==> src/rtl/hdmi_period_scheduler_if.sv <==
// Bundle of raster/period outputs and the packet-source handshake for hdmi_period_scheduler.
// master: the scheduler side. slave: packet source / TMDS encoder side.
interface hdmi_period_scheduler_if;
  logic        pkt_valid;
  logic        pkt_start;
  logic [4:0]  island_word;
  logic [2:0]  mode;
  logic [1:0]  ctl_ch0;
  logic [1:0]  ctl_ch1;
  logic [1:0]  ctl_ch2;
  logic [11:0] cx;
  logic [11:0] cy;
  logic        hsync;
  logic        vsync;

  modport master (
    input  pkt_valid,
    output pkt_start, island_word, mode, ctl_ch0, ctl_ch1, ctl_ch2, cx, cy, hsync, vsync
  );

  modport slave (
    output pkt_valid,
    input  pkt_start, island_word, mode, ctl_ch0, ctl_ch1, ctl_ch2, cx, cy, hsync, vsync
  );
endinterface

==> src/rtl/hdmi_period_scheduler.sv <==
// Raster timing generator and HDMI period sequencer feeding three TMDS channel encoders.
// Every output is registered and refers to the position reported on cx/cy in the same cycle:
// the next position is computed combinationally and all outputs are registered from it.
// Build option: define HDMI_ISLAND_EN to enable data islands; without it the block is a plain
// DVI sequencer (no islands, pkt_start/island_word tied low, pkt_valid ignored).
module hdmi_period_scheduler #(
  parameter int unsigned H_ACTIVE   = 640,
  parameter int unsigned H_FRONT    = 16,
  parameter int unsigned H_SYNC     = 96,
  parameter int unsigned H_BACK     = 48,
  parameter int unsigned V_ACTIVE   = 480,
  parameter int unsigned V_FRONT    = 10,
  parameter int unsigned V_SYNC     = 2,
  parameter int unsigned V_BACK     = 33,
  parameter logic        SYNC_POL   = 1'b0,
  parameter int unsigned ISLAND_GAP = 4,
  parameter int unsigned MAX_PKTS   = 2
) (
  input logic                     clk_pixel,
  input logic                     reset_n,
  hdmi_period_scheduler_if.master bus
);

  localparam int unsigned HTotal = H_ACTIVE + H_FRONT + H_SYNC + H_BACK;
  localparam int unsigned VTotal = V_ACTIVE + V_FRONT + V_SYNC + V_BACK;

  localparam logic [11:0] HLast    = 12'(HTotal - 1);
  localparam logic [11:0] VLast    = 12'(VTotal - 1);
  localparam logic [11:0] HAct     = 12'(H_ACTIVE);
  localparam logic [11:0] VAct     = 12'(V_ACTIVE);
  localparam logic [11:0] VActM1   = 12'(V_ACTIVE - 1);
  localparam logic [11:0] HSyncLo  = 12'(H_ACTIVE + H_FRONT);
  localparam logic [11:0] HSyncHi  = 12'(H_ACTIVE + H_FRONT + H_SYNC);
  localparam logic [11:0] VSyncLo  = 12'(V_ACTIVE + V_FRONT);
  localparam logic [11:0] VSyncHi  = 12'(V_ACTIVE + V_FRONT + V_SYNC);
  localparam logic [11:0] VPreLo   = 12'(HTotal - 10);
  localparam logic [11:0] VGuardLo = 12'(HTotal - 2);

  localparam logic [2:0] ModeCtrl    = 3'd0;
  localparam logic [2:0] ModeVideo   = 3'd1;
  localparam logic [2:0] ModeVGuard  = 3'd2;
  localparam logic [2:0] ModeIsland  = 3'd3;
  localparam logic [2:0] ModeIGuard  = 3'd4;

  // Parameter sanity: the island (preamble, guards, one packet, trailing control) must fit in
  // horizontal blanking ahead of the video preamble.
  if (H_FRONT + H_SYNC + H_BACK < ISLAND_GAP + 10 + 48) begin : g_err_blank
    $error("hdmi_period_scheduler: horizontal blanking too short for a data island");
  end
  if (MAX_PKTS < 1 || MAX_PKTS > 18) begin : g_err_pkts
    $error("hdmi_period_scheduler: MAX_PKTS must be within 1..18");
  end
  if (HTotal > 4096 || VTotal > 4096) begin : g_err_total
    $error("hdmi_period_scheduler: raster does not fit 12-bit cx/cy");
  end

`ifdef HDMI_ISLAND_EN
  typedef enum logic [2:0] {
    StCtrl, StVPre, StVGuard, StVideo, StIPre, StILGuard, StIData, StITGuard
  } st_e;

  localparam logic [11:0] IslandD      = 12'(H_ACTIVE + ISLAND_GAP);
  // Preamble 8 + guard 2 + packet 32 + guard 2 + 4 control cycles, ending by the video preamble.
  localparam bit          IslandFits   = (H_ACTIVE + ISLAND_GAP + 48 <= HTotal - 10);
  // A follow-on packet starting at nx needs 32 + 2 + 4 cycles before the video preamble.
  localparam logic [11:0] NextPktLimit = 12'(HTotal - 48);
  localparam logic [4:0]  MaxPkts      = 5'(MAX_PKTS);
`else
  typedef enum logic [1:0] {StCtrl, StVPre, StVGuard, StVideo} st_e;
`endif

  st_e         st_q, st_d, raster_st;
  logic [11:0] cx_q, cy_q, nx, ny;
  logic        next_line_active;
  logic        hs_q, vs_q, hs_d, vs_d;
  logic [2:0]  mode_q, mode_d;
  logic [1:0]  ctl1_q, ctl1_d, ctl2_q, ctl2_d;

`ifdef HDMI_ISLAND_EN
  logic [2:0] cnt_q, cnt_d;
  logic [4:0] word_q, word_d;
  logic [4:0] npkt_q, npkt_d;
  logic       start_q, start_d;
`else
  logic unused_pkt_valid;
  assign unused_pkt_valid = bus.pkt_valid;
`endif

  // Next raster position.
  always_comb begin
    if (cx_q == HLast) begin
      nx = '0;
      ny = (cy_q == VLast) ? '0 : cy_q + 12'd1;
    end else begin
      nx = cx_q + 12'd1;
      ny = cy_q;
    end
  end

  // Period the raster alone dictates at the next position (video, video preamble/guard, control).
  always_comb begin
    next_line_active = (ny == VLast) || (ny < VActM1);
    if (nx < HAct && ny < VAct) begin
      raster_st = StVideo;
    end else if (next_line_active && nx >= VGuardLo) begin
      raster_st = StVGuard;
    end else if (next_line_active && nx >= VPreLo) begin
      raster_st = StVPre;
    end else begin
      raster_st = StCtrl;
    end
    hs_d = (nx >= HSyncLo && nx < HSyncHi) ? SYNC_POL : ~SYNC_POL;
    vs_d = (ny >= VSyncLo && ny < VSyncHi) ? SYNC_POL : ~SYNC_POL;
  end

  // Next FSM state: island sequencing overrides the raster once an island has been committed.
  always_comb begin
    st_d = raster_st;
`ifdef HDMI_ISLAND_EN
    cnt_d   = '0;
    word_d  = '0;
    npkt_d  = npkt_q;
    start_d = 1'b0;
    case (st_q)
      StIPre: begin
        if (cnt_q == 3'd7) begin
          st_d = StILGuard;
        end else begin
          st_d  = StIPre;
          cnt_d = cnt_q + 3'd1;
        end
      end
      StILGuard: begin
        if (cnt_q == 3'd1) begin
          st_d    = StIData;
          start_d = 1'b1;
          npkt_d  = 5'd1;
        end else begin
          st_d  = StILGuard;
          cnt_d = cnt_q + 3'd1;
        end
      end
      StIData: begin
        if (word_q == 5'd31) begin
          // Back-to-back packet without guard only if another is pending and still fits.
          if (bus.pkt_valid && npkt_q < MaxPkts && nx <= NextPktLimit) begin
            st_d    = StIData;
            start_d = 1'b1;
            npkt_d  = npkt_q + 5'd1;
          end else begin
            st_d = StITGuard;
          end
        end else begin
          st_d   = StIData;
          word_d = word_q + 5'd1;
        end
      end
      StITGuard: begin
        if (cnt_q != 3'd1) begin
          st_d  = StITGuard;
          cnt_d = cnt_q + 3'd1;
        end
      end
      default: begin
        // No room at the decision point means this line is skipped; retried on the next one.
        if (IslandFits && nx == IslandD && bus.pkt_valid) begin
          st_d   = StIPre;
          npkt_d = '0;
        end
      end
    endcase
`endif
  end

  // Output decode for the next state; registered together with cx/cy.
  always_comb begin
    mode_d = ModeCtrl;
    ctl1_d = 2'b00;
    ctl2_d = 2'b00;
    case (st_d)
      StVideo:  mode_d = ModeVideo;
      StVGuard: mode_d = ModeVGuard;
      StVPre:   ctl1_d = 2'b01;
`ifdef HDMI_ISLAND_EN
      StIPre: begin
        ctl1_d = 2'b01;
        ctl2_d = 2'b01;
      end
      StILGuard, StITGuard: mode_d = ModeIGuard;
      StIData:              mode_d = ModeIsland;
`endif
      default: mode_d = ModeCtrl;
    endcase
  end

  // State, position and registered outputs.
  always_ff @(posedge clk_pixel or negedge reset_n) begin
    if (!reset_n) begin
      st_q    <= StCtrl;
      cx_q    <= '0;
      cy_q    <= '0;
      hs_q    <= ~SYNC_POL;
      vs_q    <= ~SYNC_POL;
      mode_q  <= ModeCtrl;
      ctl1_q  <= 2'b00;
      ctl2_q  <= 2'b00;
`ifdef HDMI_ISLAND_EN
      cnt_q   <= '0;
      word_q  <= '0;
      npkt_q  <= '0;
      start_q <= 1'b0;
`endif
    end else begin
      st_q    <= st_d;
      cx_q    <= nx;
      cy_q    <= ny;
      hs_q    <= hs_d;
      vs_q    <= vs_d;
      mode_q  <= mode_d;
      ctl1_q  <= ctl1_d;
      ctl2_q  <= ctl2_d;
`ifdef HDMI_ISLAND_EN
      cnt_q   <= cnt_d;
      word_q  <= word_d;
      npkt_q  <= npkt_d;
      start_q <= start_d;
`endif
    end
  end

  assign bus.cx      = cx_q;
  assign bus.cy      = cy_q;
  assign bus.hsync   = hs_q;
  assign bus.vsync   = vs_q;
  assign bus.mode    = mode_q;
  assign bus.ctl_ch0 = {vs_q, hs_q};
  assign bus.ctl_ch1 = ctl1_q;
  assign bus.ctl_ch2 = ctl2_q;
`ifdef HDMI_ISLAND_EN
  assign bus.pkt_start   = start_q;
  assign bus.island_word = word_q;
`else
  assign bus.pkt_start   = 1'b0;
  assign bus.island_word = 5'd0;
`endif

endmodule

==> src/flat_wrapper.sv <==
// flat-port wrapper written by rule: the top's interface ports become plain ports
module hdmi_period_scheduler_flat 
#(
  parameter int unsigned H_ACTIVE   = 640,
  parameter int unsigned H_FRONT    = 16,
  parameter int unsigned H_SYNC     = 96,
  parameter int unsigned H_BACK     = 48,
  parameter int unsigned V_ACTIVE   = 480,
  parameter int unsigned V_FRONT    = 10,
  parameter int unsigned V_SYNC     = 2,
  parameter int unsigned V_BACK     = 33,
  parameter logic        SYNC_POL   = 1'b0,
  parameter int unsigned ISLAND_GAP = 4,
  parameter int unsigned MAX_PKTS   = 2
)
  (clk_pixel, reset_n, bus_pkt_valid, bus_pkt_start, bus_island_word, bus_mode, bus_ctl_ch0, bus_ctl_ch1, bus_ctl_ch2, bus_cx, bus_cy, bus_hsync, bus_vsync);
  hdmi_period_scheduler_if bus_i ();
  input logic clk_pixel;
  input logic reset_n;
  input wire logic [$bits(bus_i.pkt_valid)-1:0] bus_pkt_valid;
  output wire logic [$bits(bus_i.pkt_start)-1:0] bus_pkt_start;
  output wire logic [$bits(bus_i.island_word)-1:0] bus_island_word;
  output wire logic [$bits(bus_i.mode)-1:0] bus_mode;
  output wire logic [$bits(bus_i.ctl_ch0)-1:0] bus_ctl_ch0;
  output wire logic [$bits(bus_i.ctl_ch1)-1:0] bus_ctl_ch1;
  output wire logic [$bits(bus_i.ctl_ch2)-1:0] bus_ctl_ch2;
  output wire logic [$bits(bus_i.cx)-1:0] bus_cx;
  output wire logic [$bits(bus_i.cy)-1:0] bus_cy;
  output wire logic [$bits(bus_i.hsync)-1:0] bus_hsync;
  output wire logic [$bits(bus_i.vsync)-1:0] bus_vsync;
  assign bus_i.pkt_valid = bus_pkt_valid;
  assign bus_pkt_start = bus_i.pkt_start;
  assign bus_island_word = bus_i.island_word;
  assign bus_mode = bus_i.mode;
  assign bus_ctl_ch0 = bus_i.ctl_ch0;
  assign bus_ctl_ch1 = bus_i.ctl_ch1;
  assign bus_ctl_ch2 = bus_i.ctl_ch2;
  assign bus_cx = bus_i.cx;
  assign bus_cy = bus_i.cy;
  assign bus_hsync = bus_i.hsync;
  assign bus_vsync = bus_i.vsync;
  hdmi_period_scheduler #(.H_ACTIVE(H_ACTIVE), .H_FRONT(H_FRONT), .H_SYNC(H_SYNC), .H_BACK(H_BACK), .V_ACTIVE(V_ACTIVE), .V_FRONT(V_FRONT), .V_SYNC(V_SYNC), .V_BACK(V_BACK), .SYNC_POL(SYNC_POL), .ISLAND_GAP(ISLAND_GAP), .MAX_PKTS(MAX_PKTS)) u_core (.clk_pixel(clk_pixel), .reset_n(reset_n), .bus(bus_i));
endmodule
==> config.mk <==
export PLATFORM = sky130hd
export DESIGN_NAME = hdmi_period_scheduler_flat
export DESIGN_NICKNAME = d
export VERILOG_FILES = /design/src/rtl/hdmi_period_scheduler_if.sv /design/src/rtl/hdmi_period_scheduler.sv /design/src/flat_wrapper.sv
export SDC_FILE = /design/constraint.sdc
export NUM_CORES = 1
export LEC_CHECK = 0
export BUFFER_PORTS_ARGS = -buffer_cell sky130_fd_sc_hd__buf_2
export CAP_MARGIN = 30
export CORE_UTILIZATION = 54
export CTS_CLUSTER_DIAMETER = 80
export DETAILED_ROUTE_END_ITERATION = 10
export PLACE_DENSITY_LB_ADDON = 0.25
export SYNTH_ARGS = -nofsm -noshare
export SYNTH_HDL_FRONTEND = slang
export SYNTH_SLANG_ARGS = --single-unit
==> constraint.sdc <==
create_clock -name clk_pixel -period 2.6 [get_ports clk_pixel]
set_input_delay 0.13 -clock clk_pixel [delete_from_list [all_inputs] [get_ports clk_pixel]]
set_output_delay 0.13 -clock clk_pixel [all_outputs]
set_load 0.1 [all_outputs]
==> results of run 1 <==
[power groups by stage]
stage / logic (W) / clock network, W / registers (W)
2_1_floorplan: 0.0000742 / 0 / 0.000460
5_1_grt: 0.0000755 / 0.000386 / 0.000451
4_1_cts: 0.0000730 / 0.000362 / 0.000451
3_5_place_dp: 0.0000718 / 0 / 0.000460
3_3_place_gp: 0.0000715 / 0 / 0.000460
6_report: 0.0000724 / 0.000357 / 0.000451
[worst max-delay path, cell delays in order (launching register included)]
cell and delay (ns):
dfrtp_4 0.47, inv_1 0.07, ha_1 0.19, nor4bb_2 0.17, and4_2 0.22, or4_1 0.55, a22oi_4 0.21, nand4_1 0.14
a22oi_2 0.25, nor2_1 0.08
[cell type report]
class	count	area (um2)	area share [%]
clock buffer	6	72.6	3.09
sequential	29	769	32.7
timing repair buffer	44	253	10.8
tap	46	57.6	2.45
inverter	9	33.8	1.44
multi-input combinational	169	1150	49.1
clock inverter	2	10.0	0.426
[kinds of logic (layout without fill, tap and decap cells)]
family / count (synthesis) / after routing / share of synthesized area, %
flops: 29 / 29 / 36.2
compound gates: 41 / 41 / 14.5
buf+inv: 35 / 61 / 9.52
fa+ha+maj: 4 / 4 / 2.49
xor+xnor: 13 / 13 / 5.66
simple gates: 100 / 100 / 30.9
other cells: 1 / 10 / 0.187
mux: 1 / 1 / 0.498
[per-stage QoR]
| step | setup WS [ns] | area, um2 | power, W | cells | hold WS, ns |
|---|---|---|---|---|---|
| 4_1_cts | 0.0171 | 2330 | 0.000886 | 305 | 0.425 |
| 3_5_place_dp | 0.0372 | 2240 | 0.000531 | 296 | 0.185 |
| 2_1_floorplan | 0.00347 | 2100 | 0.000534 | 233 | -0.166 |
| 6_report | 0.129 | 2350 | 0.000880 | 305 | 0.397 |
| 3_3_place_gp | 0.0569 | 2240 | 0.000531 | 296 | 0.177 |
| 5_1_grt | 0.00881 | 2350 | 0.000912 | 305 | 0.469 |
[layer usage]
metal / vias up / track usage (%)
met1: 816 / 36.5
met3: 9 / 6.57
met4: 0 / 5.81
li1: 864 / -
met5: - / 0
met2: 70 / 37.8
[sequential cells by signal, summed over array words and instances, names as in the netlist]
register,count
u_core.bus.vsync,1
u_core.bus.cy,12
u_core.bus.ctl_ch1,1
u_core.bus.cx,12
u_core.bus.mode,2
u_core.bus.hsync,1
[path summary, 6_finish.rpt]
check,from,slack (ns),to,cells past startpoint
max reg2reg,u_core.bus.cy[0]$_DFF_PN0_,0.13,u_core.bus.mode[1]$_DFF_PN0_,9
max,u_core.bus.cy[0]$_DFF_PN0_,0.13,u_core.bus.mode[1]$_DFF_PN0_,9
min reg2reg,u_core.bus.cy[11]$_DFF_PN0_,0.51,u_core.bus.cy[11]$_DFF_PN0_,1
max in group asynchronous,reset_n,1.73,u_core.bus.cx[0]$_DFF_PN0_,2
min,reset_n,0.40,u_core.bus.ctl_ch1[0]$_DFF_PN0_,2
min in group clk_pixel,u_core.bus.cy[11]$_DFF_PN0_,0.51,u_core.bus.cy[11]$_DFF_PN0_,1
[layout by cell type (no fill, tap or decap), types with 4 or more instances in the layout]
cell type  netlist  layout
xor2_1           7       7
nor2_1           8       8
nand4_1         13      13
nor3_1           7       6
conb_1           1      10
dfrtp_2          0      18
dfrtp_1         27       4
xnor2_1          6       6
inv_1            9       9
nand3_1          9       9
o21ai_0         14      13
buf_2            6      32
nand2_1         23      23
dfrtp_4          0       5
buf_4           12      11
clkbuf_8         0       5
a21oi_1          6       6
and3_1           4       4
[timing repair]
item,CTS,global route
endpoints found under the setup margin,0,2
setup buffers,0,0
endpoints found under the hold margin,27,0
hold buffers,1,0
resized for setup,0,7
==> impl_metrics.ini, run 1 <==
[drt]
wirelength_um = 4620
drtPass1Iterations = 5
drc = 0
wl_met2_um = 2050
met1_length_um = 2190
highest_layer = met4
routed-wl-met3_um = 322
drt_iter0_drc = 128
wl_per_cell_um = 15.2
via_per_inst = 5.77
ant_nets = 0
num_vias = 1759

[timing]
fin_crit_ns = 2.47
rsz0062_at_grt = no
slew_violations = 0
clock.fmax_mhz = 405
skew_ns = 0.00820
setup_violations = 0
setup_tns_ns = 0
relSlewSlack_pct = 58.5
fin_crit_sh_pct = 95.0
worstMarginPinSlew_ns = 0.622
hold_viol_final = 0

[worst_setup_path]
cp.arrival_ns = 2.63
worstSetupPathType = flip-flop to flip-flop
path_max_fanout = 11
startpoint_type = flip-flop
crit_path_end_kind = flip-flop
crit_required_ns = 2.76

[floorplan]
initial_utilization_pct = 58.4
coreArea_um2 = 3440
num_rows = 21
die-area_um2 = 3970
die_x_um = 63.0
fp.dieH_um = 63.0
io_pins = 44

[placement]
dp_hpwl_um = 3320
portBuffers = 32
place_congestion = 0.997

[finish]
drive_gt1_share_pct = 36.3
fillerInstances = 283
n_antenna_cell = 0
syn_to_final_growth_pct = 16.9
final_core_util_pct = 68.3
nets = 265

[clock_network]
ctsRootBufferMaster = clkbuf_8
ctsLongestPathBuffers = 2
ctsHtreeMaxLevel = 2
insertion_delay_ns = 0.28
clkSinkCount = 29
cts-buffers-inserted = 5
clk_pin_slew_ns = 0.07
cts_tree = yes

[synthesis]
synth_edf_count = 0
yosysTopAreaCell = dfrtp_1
synth_seq_cells = 29
netlist_top_cells_area = dfrtp_1 34%, buf_4 4.5%, nand2_1 4.3%
synth_most_common_cell = dfrtp_1
syn_avg_cell_area_um2 = 8.98
syn-cell-area_um2 = 2010
synthArstFlopShare_pct = 100
ys_seq_area_share_pct = 36.2
synth_common_cells = 27 x dfrtp_1, 23 x nand2_1, 14 x o21ai_0
yosysWarnings = 0
synth_cell_type_count = 59
synthFlopType = dfrtp_1
yosysTopAreaCellShare_pct = 33.6
syn_inst = 224

[power]
pwr-share-seq_pct = 51.3
p_sw_w = 0.000243
power.internal_w = 0.000638
pwr-share-comb_pct = 8.2
ir_drop_v = 0.000235
p_per_area_nw_per_um2 = 375
power.share.clock_pct = 40.5
swShare_pct = 27.6
power_leakage_nw = 1.07

[global_routing]
antenna_found_initial = 0
grt-ovfl-total = 0
grt_pass1_wl_um = 7820
grtUsageTotal_pct = 25.4
grt_pass1_vias = 1626
grt_max_degree = 30

[status]
outcome = finished clean

[worst_hold_path]
hp-class = primary input to async pin

[job]
cap_violations = 0
(Power assumes the default switching activity.)
==> inputs of run 2 (changes only) <==
--- a/config.mk
+++ b/config.mk
@@ -5,9 +5,9 @@
 export SDC_FILE = /design/constraint.sdc
 export NUM_CORES = 1
 export LEC_CHECK = 0
-export BUFFER_PORTS_ARGS = -buffer_cell sky130_fd_sc_hd__buf_2
+export BUFFER_PORTS_ARGS = -buffer_cell sky130_fd_sc_hd__buf_4
 export CAP_MARGIN = 30
-export CORE_UTILIZATION = 54
+export CORE_UTILIZATION = 45
 export CTS_CLUSTER_DIAMETER = 80
 export DETAILED_ROUTE_END_ITERATION = 10
 export PLACE_DENSITY_LB_ADDON = 0.25
==> run 2 against run 1 <==
Compared with the run above:
- sequential share of layout area decreased by 2.6 points
- clock skew up 0.0054 ns
- design area increased by 8.8%
- cell count grew 5.2%
- clock power increased by 17%
- power increased by 7.0%
- critical path type unchanged
- largest cell class unchanged
- worst hold slack worse by 0.10 ns
==> impl_metrics.ini, run 2 (synthesis gave the netlist of run 1 again) <==
[status]
outcome = finished clean

[global_routing]
grt_pass1_wl_um = 7490
antenna_found_initial = 0
grtUsageTotal_pct = 21.9
grt-ovfl-total = 0
grt_max_degree = 30
grt_pass1_vias = 1542

[worst_setup_path]
crit_family = simple AND/OR/NAND/NOR gates
slowest_stage = dfrtp_4
cp.buffers_inverters = 1
crit_required_ns = 2.76
cpMostUsedCell = and4_2
worstSetupPathType = flip-flop to flip-flop
crit_path_end_kind = flip-flop
path_max_fanout = 8
cp_cell_sequence = ha_4 > and4_2 > and4_2 > buf_4 > nor2_2 > mux2i_1 > a221o_1 > a21oi_1 > nor4_2
cp.arrival_ns = 2.62
max_stage_delay_ns = 0.49
startpoint_type = flip-flop

[timing]
setup_tns_ns = 0
setup_violations = 0
fin_crit_sh_pct = 94.5
hold_viol_final = 0
worst_slack_ns = 0.143
slew_violations = 0
skew_ns = 0.0136
rsz0062_at_grt = no
fin_crit_ns = 2.46
clock.fmax_mhz = 407

[power]
ir_drop_v = 0.000249
pwr-share-seq_pct = 47.9
pwr-share-comb_pct = 7.7
p_sw_w = 0.000250
power.share.clock_pct = 44.4
power.internal_w = 0.000692
power_leakage_nw = 1.16
p_per_area_nw_per_um2 = 368
swShare_pct = 26.5

[clock_network]
ctsRootBufferMaster = clkbuf_8
cts-buffers-inserted = 5
cts_tree = yes
clkSinkCount = 29
ctsHtreeMaxLevel = 2
insertion_delay_ns = 0.29
ctsLongestPathBuffers = 2
clk_pin_slew_ns = 0.07

[drt]
drc = 0
num_vias = 1783
ant_nets = 0
wirelength_um = 4620
wl_per_cell_um = 14.4
drt_iter0_drc = 96
drtPass1Iterations = 4
via_per_inst = 5.55

[worst_hold_path]
hp-class = primary input to async pin

[placement]
dp_hpwl_um = 3390
dp.cells = 309
place_congestion = 0.837
portBuffers = 32
dp_slack_ns = 0.107

[finish]
drive_gt1_share_pct = 39.1
n_antenna_cell = 0
final_common_cell = buf_4
layout_common_cells = 55 x buf_4, 23 x nand2_1, 18 x dfrtp_2
syn_to_final_growth_pct = 27.1
fillerInstances = 362
nets = 277
layout.cells.non_filler = 321

[floorplan]
fp.dieH_um = 68.8
initial_utilization_pct = 48.5
io_pins = 44
die-area_um2 = 4740
die_x_um = 68.8
coreArea_um2 = 4140
num_rows = 23

[job]
cap_violations = 0
## run 2: cell count changes in the layout (fill, tap and decap cells not counted), sizes merged
cell	change
clkbuf	+1
clkinv	-1
buf	+12
## run 2: repair_timing
item,CTS,global route
setup buffers,0,3
hold buffers,1,0
setup endpoints to repair,0,2
hold endpoints to repair,27,0
gates resized for setup,0,7
## run 2: final cells by class
| type | instances | area (um2) | share of cell area, % |
|---|---|---|---|
| clock buffer | 7 | 96.3 | 3.77 |
| tap | 50 | 62.6 | 2.45 |
| timing repair buffer | 56 | 423 | 16.5 |
| inverter | 9 | 33.8 | 1.32 |
| clock inverter | 1 | 5.00 | 0.196 |
| sequential | 29 | 769 | 30.1 |
| multi-input combinational | 169 | 1170 | 45.6 |
## run 2: routing by layer
layer  GRT usage (%)  routed length [um]  vias to the layer above
met5               0                   0                        -
met4            7.40                  60                        0
met3            6.09                 291                        8
met2            30.2                2000                       54
met1            32.1                2270                      835
li1                -                   -                      886
## run 2: power by group through the flow
stage / registers (W) / clock network (W) / logic (W)
final: 0.000451 / 0.000418 / 0.0000729
after global routing: 0.000451 / 0.000442 / 0.0000769
after CTS: 0.000451 / 0.000422 / 0.0000738
after detailed placement: 0.000460 / 0 / 0.0000724
after global placement: 0.000460 / 0 / 0.0000721
after floorplan: 0.000460 / 0 / 0.0000742
## run 2: metrics by stage
| step | power, W | hold slack (ns) | util (%) | cell area [um2] |
|---|---|---|---|---|
| floorplan | 0.000534 | -0.166 | - | 2100 |
| global placement | 0.000532 | 0.0673 | 57.8 | 2390 |
| detailed placement | 0.000532 | 0.0727 | 57.8 | 2390 |
| CTS | 0.000947 | 0.313 | 60.4 | 2500 |
| global route | 0.000970 | 0.353 | 61.7 | 2560 |
| finish | 0.000942 | 0.295 | 61.7 | 2560 |
## run 2: path summary, 6_finish.rpt
path                                                    to  slack [ns]  cells past startpoint                         from
setup / recovery           u_core.bus.ctl_ch1[0]$_DFF_PN0_        0.14                      9   u_core.bus.cx[0]$_DFF_PN0_
hold reg to reg                u_core.bus.cy[11]$_DFF_PN0_        0.51                      1  u_core.bus.cy[11]$_DFF_PN0_
setup reg to reg           u_core.bus.ctl_ch1[0]$_DFF_PN0_        0.14                      9   u_core.bus.cx[0]$_DFF_PN0_
max in group asynchronous       u_core.bus.vsync$_DFF_PN1_        1.99                      2                      reset_n
hold / removal                  u_core.bus.cy[5]$_DFF_PN0_        0.30                      2                      reset_n
min in group clk_pixel         u_core.bus.cy[11]$_DFF_PN0_        0.51                      1  u_core.bus.cy[11]$_DFF_PN0_
